===== src/rtl/mem_port_arbiter.sv =====
// Shares one memory port between instruction fetch and data access.
// Data wins by default; a waiting fetch gets the port after MAX_DATA_RUN back-to-back data grants.
//
// state | meaning
// IDLE  | port free, arbitrating between fetch and data requests
// FETCH | fetch access in flight, waiting for mem_ack
// DATA  | load/store access in flight, waiting for mem_ack
module mem_port_arbiter #(
   parameter int unsigned MAX_DATA_RUN = 4
) (
   input  logic        clk,
   input  logic        rst_n,
   input  logic        if_req,
   input  logic [29:0] if_addr,
   input  logic        if_flush,
   output logic        if_valid,
   output logic [31:0] if_rdata,
   input  logic        d_req,
   input  logic        d_we,
   input  logic [31:0] d_addr,
   input  logic [31:0] d_wdata,
   input  logic [3:0]  d_be,
   output logic        d_done,
   output logic [31:0] d_rdata,
   output logic        mem_req,
   output logic        mem_we,
   output logic [29:0] mem_addr,
   output logic [31:0] mem_wdata,
   output logic [3:0]  mem_be,
   input  logic        mem_ack,
   input  logic [31:0] mem_rdata,
   output logic        busy
);

   typedef enum logic [1:0] {IDLE, FETCH, DATA} state_t;

   localparam logic [3:0] RUN_MAX = 4'(MAX_DATA_RUN);

   state_t     state, state_nxt;
   logic [3:0] run_cnt;
   logic       drop;
   logic       grant_d, grant_f;

   always_comb begin
      grant_d   = 1'b0;
      grant_f   = 1'b0;
      state_nxt = state;
      case (state)
         IDLE: begin
            grant_d = d_req & ((run_cnt < RUN_MAX) | ~if_req);
            grant_f = ~grant_d & if_req;
            if (grant_d)      state_nxt = DATA;
            else if (grant_f) state_nxt = FETCH;
         end
         FETCH, DATA: begin
            if (mem_ack) state_nxt = IDLE;
         end
         default: state_nxt = IDLE;
      endcase
   end

   always_ff @(posedge clk or negedge rst_n) begin
      if (!rst_n) begin
         state     <= IDLE;
         run_cnt   <= 4'd0;
         drop      <= 1'b0;
         mem_we    <= 1'b0;
         mem_addr  <= 30'd0;
         mem_wdata <= 32'd0;
         mem_be    <= 4'd0;
      end else begin
         state <= state_nxt;

         // The run only counts while a fetch is actually waiting.
         if ((state == IDLE) && !if_req)        run_cnt <= 4'd0;
         else if (grant_f)                      run_cnt <= 4'd0;
         else if (grant_d && run_cnt < RUN_MAX) run_cnt <= run_cnt + 4'd1;

         if (state == FETCH) begin
            if (mem_ack)       drop <= 1'b0;
            else if (if_flush) drop <= 1'b1;
         end else begin
            drop <= 1'b0;
         end

         if (grant_d) begin
            mem_we    <= d_we;
            mem_addr  <= d_addr[31:2];
            mem_wdata <= d_wdata;
            mem_be    <= d_be;
         end else if (grant_f) begin
            mem_we   <= 1'b0;
            mem_addr <= if_addr;
            mem_be   <= 4'hF;
         end
      end
   end

   assign busy     = (state != IDLE);
   assign mem_req  = busy;
   assign if_valid = (state == FETCH) & mem_ack & ~drop & ~if_flush;
   assign d_done   = (state == DATA) & mem_ack;
   assign if_rdata = mem_rdata;
   assign d_rdata  = mem_rdata;

endmodule

===== config.mk =====
export PLATFORM = sky130hd
export DESIGN_NAME = mem_port_arbiter
export DESIGN_NICKNAME = d
export VERILOG_FILES = /design/src/rtl/mem_port_arbiter.sv
export SDC_FILE = /design/constraint.sdc
export NUM_CORES = 1
export LEC_CHECK = 0
export ABC_AREA = 1
export ABC_CLOCK_PERIOD_IN_PS = 1900
export CAP_MARGIN = 20
export CORE_AREA = 2 2 100 121
export DETAILED_ROUTE_END_ITERATION = 10
export DIE_AREA = 0 0 102 123
export PLACE_DENSITY = 0.9
export SYNTH_ARGS = -nofsm -noshare
export SYNTH_HDL_FRONTEND = slang
export SYNTH_SLANG_ARGS = --single-unit

===== constraint.sdc =====
create_clock -name clk -period 1.9 [get_ports clk]
set_clock_uncertainty 0.1 [all_clocks]
set_input_delay 0.57 -clock clk [delete_from_list [all_inputs] [get_ports clk]]
set_output_delay 0.57 -clock clk [all_outputs]
set_load 0.05 [all_outputs]

==> results.md <==
- Initial Util: 0.343
- Layout Cells excl Fill: between 700 and 800
- FF+latch count, synth: 74
- I/O pin count: 272
- CP Class: reg -> out
- Vias in the first global route: between 3k and 4k
- Tot GR Track Use: 0.181
- Die area: between 10,000 and 15,000 um^2
- PortBufs: 173
- CTS Sinks: between 70 and 80
- Area Overhead vs Synth: 70.7%
- Post-DRT Antenna Nets: 0
- First-pass GRT wire length: approximately 17 mm
- Synth area leaders: dfrtp_1, nand2_1, buf_4
- Worst Path Required: about 1.2 ns
- Maximum fanout along the worst path: 3
- GP Congestion: about 0.77
- Final setup fails: 4
- Syn Inst Count: roughly 500
- Failing checks: negative setup slack
- Critical Path End Type: output pin
- Top cell type's share of synthesized area: 0.473
- Crit path launch type: flip-flop
- Post-Synth Simple-Gate Area: 0.250
- Post-Synth XOR/XNOR Area: 0.00447
- Initial antenna violation count: 0
- Hold Path Class: in -> async
- Post-layout util: 0.586
- Period utilization: 1.05
- DR pass1 iterations: 4
- Fmax: just over 500 MHz
- Row count: between 40 and 50
- GRT overflow: 0
- CTS hold repair buffers: 0
- Register Area: roughly 1900 um^2
- CTS clk-pin slew, worst paths: ~0.06 ns
- Post-synthesis sequential area ratio: 0.473
- Layout cells sized above 1: 0.219
- Power per Cell Area: between 1500 and 2000 nW/um^2
- Total Power: 13.2 mW
- Mapped Area: between 3000 and 4000 um^2
- Slew Limit Fails: 0
- Slew @ Worst Pin: between 0.3 and 0.4 ns
- Largest net degree at the start of global routing: 75
- Wire per inst: ~15 um
- Worst IR drop on VDD: about 0.0011 V
- Final #Nets: around 760
- Max_slew headroom: 0.735
- Most common cell after layout, fill and taps aside: nand2_1
- DP HPWL: 8.41 mm
- Avg Synthesized Cell Area: roughly 7.9 um^2
- Post-synthesis adder-cell area fraction: 0.0160
- Clock Tree Buf Depth: 2
- Core area: between 10,000 and 15,000 um^2
- YS warnings: 0
- RSZ-0062 raised after global routing: true
- Fin. Hold Viols: 0
- Fin area: approximately 6700 um^2
- Post-synthesis mux area share: 0
- Pleak: 3.30 nW
- WHS: about 0.15 ns
- Filler instances: approximately 900
- H-tree Lvls: 3
- Initial DRC Count: between 100 and 150
- Clock Tree Root: clkbuf_16
- Cell total after placement: about 760
- Compound-Gate Fraction of Synth Area: 0.0588
- Distinct cells, synth: 22
- DRC viols: 0
- CTS tree: built
- Vias per inst: between 4 and 5
- Die H: between 100 and 150 um
- Final WL: between 10 and 15 mm
- Outcome: finished with violations
- Multi-input logic area: 1330 um^2
- Clk Latency, worst-skew pair: between 0.3 and 0.4 ns
- Ant diodes: 0
- Largest family of logic cells by synthesized area: simple AND/OR/NAND/NOR gates
- Min Tclk post-route: around 2.0 ns
- Max_cap viols: 0
- Placed Area: about 6000 um^2
- CTS Buf Count: 9
- Die width: between 100 and 150 um
- Via count: 3,597
- Most frequent cells in the layout: nand2_1, clkdlybuf4s50_1, buf_12, dfrtp_1, inv_1
- CP arrival: roughly 1.3 ns
- PnR worst setup slack: -0.0890 ns
- Mapped Nets: around 640
- Synth area leader: dfrtp_1
## timing repair
| item | in CTS | in global routing |
|---|---|---|
| setup buffers | 4 | 4 |
| pin swaps | 2 | 0 |
| gates cloned | 0 | 3 |
| resized for setup | 17 | 4 |
| setup endpoints to repair | 4 | 5 |
## kinds of logic (layout without fill, tap and decap cells)
family          after synthesis  count (layout)
xor+xnor                      2               2
simple gates                233             233
buf+inv                     137             269
compound gates               44              44
fa+ha+maj                     5               5
flops                        74              74
## cells in the mapped netlist (all sizes together)
cell / number
and3: 1
nand2: 194
dfrtp: 74
a21oi: 2
xor2: 2
nor2: 3
nand4: 32
inv: 45
nand3: 1
o22ai: 5
ha: 5
o21ai: 37
nor3b: 1
buf: 83
clkbuf: 9
or2: 1
## critical path, cell delays in order, from the launching register on
cell and delay, ns:
dfrtp_1 0.40, inv_2 0.12, ha_4 0.15, and3_4 0.19
buf_12 0.13
## report_power, final
| group | total, mW | switching (mW) | leakage (nW) | internal, mW |
|---|---|---|---|---|
| clock network | 1.71 | 0.629 | 0.151 | 1.08 |
| logic | 8.34 | 4.46 | 2.23 | 3.88 |
| registers | 3.11 | 0.794 | 0.913 | 2.31 |
| total | 13.2 | 5.88 | 3.30 | 7.27 |
## stage by stage
step           setup TNS [ns]  setup WS, ns
2_1_floorplan               0       0.00505
3_3_place_gp            -7.38        -0.222
3_5_place_dp            -8.24        -0.235
4_1_cts                -0.238       -0.0869
5_1_grt                -0.550        -0.142
6_report               -0.316       -0.0890
## flip-flops by register name, summed over array words and instances, names as in the netlist
register,cells
drop,1
mem_addr,30
mem_be,4
mem_wdata,32
mem_we,1
run_cnt,4
state,2
## layer usage
metal,GRT usage,part of all wire,vias to the layer above
met3,0.0769,0.098,42
met5,0,0,-
li1,-,-,1740
met2,0.311,0.50,156
met1,0.184,0.36,1659
met4,0.101,0.039,0
## final timing paths
check,startpoint,endpoint,slack (ns),cells past startpoint
max,state[1],if_valid,-0.09,4
min,rst_n,mem_addr[2],0.15,2
max reg2reg,state[1],mem_addr[10],0.06,9
min reg2reg,run_cnt[1],run_cnt[1],0.43,2
max in group asynchronous,rst_n,mem_addr[28],1.23,2
min in group clk,run_cnt[1],run_cnt[1],0.43,2
## final cells by class
class	count	share of cell area
multi-input combinational	284	0.199
clock inverter	5	0.00786
clock buffer	11	0.0378
sequential	74	0.277
timing repair buffer	208	0.423
tap	157	0.0294
inverter	45	0.0264
(Power assumes the default switching activity.)
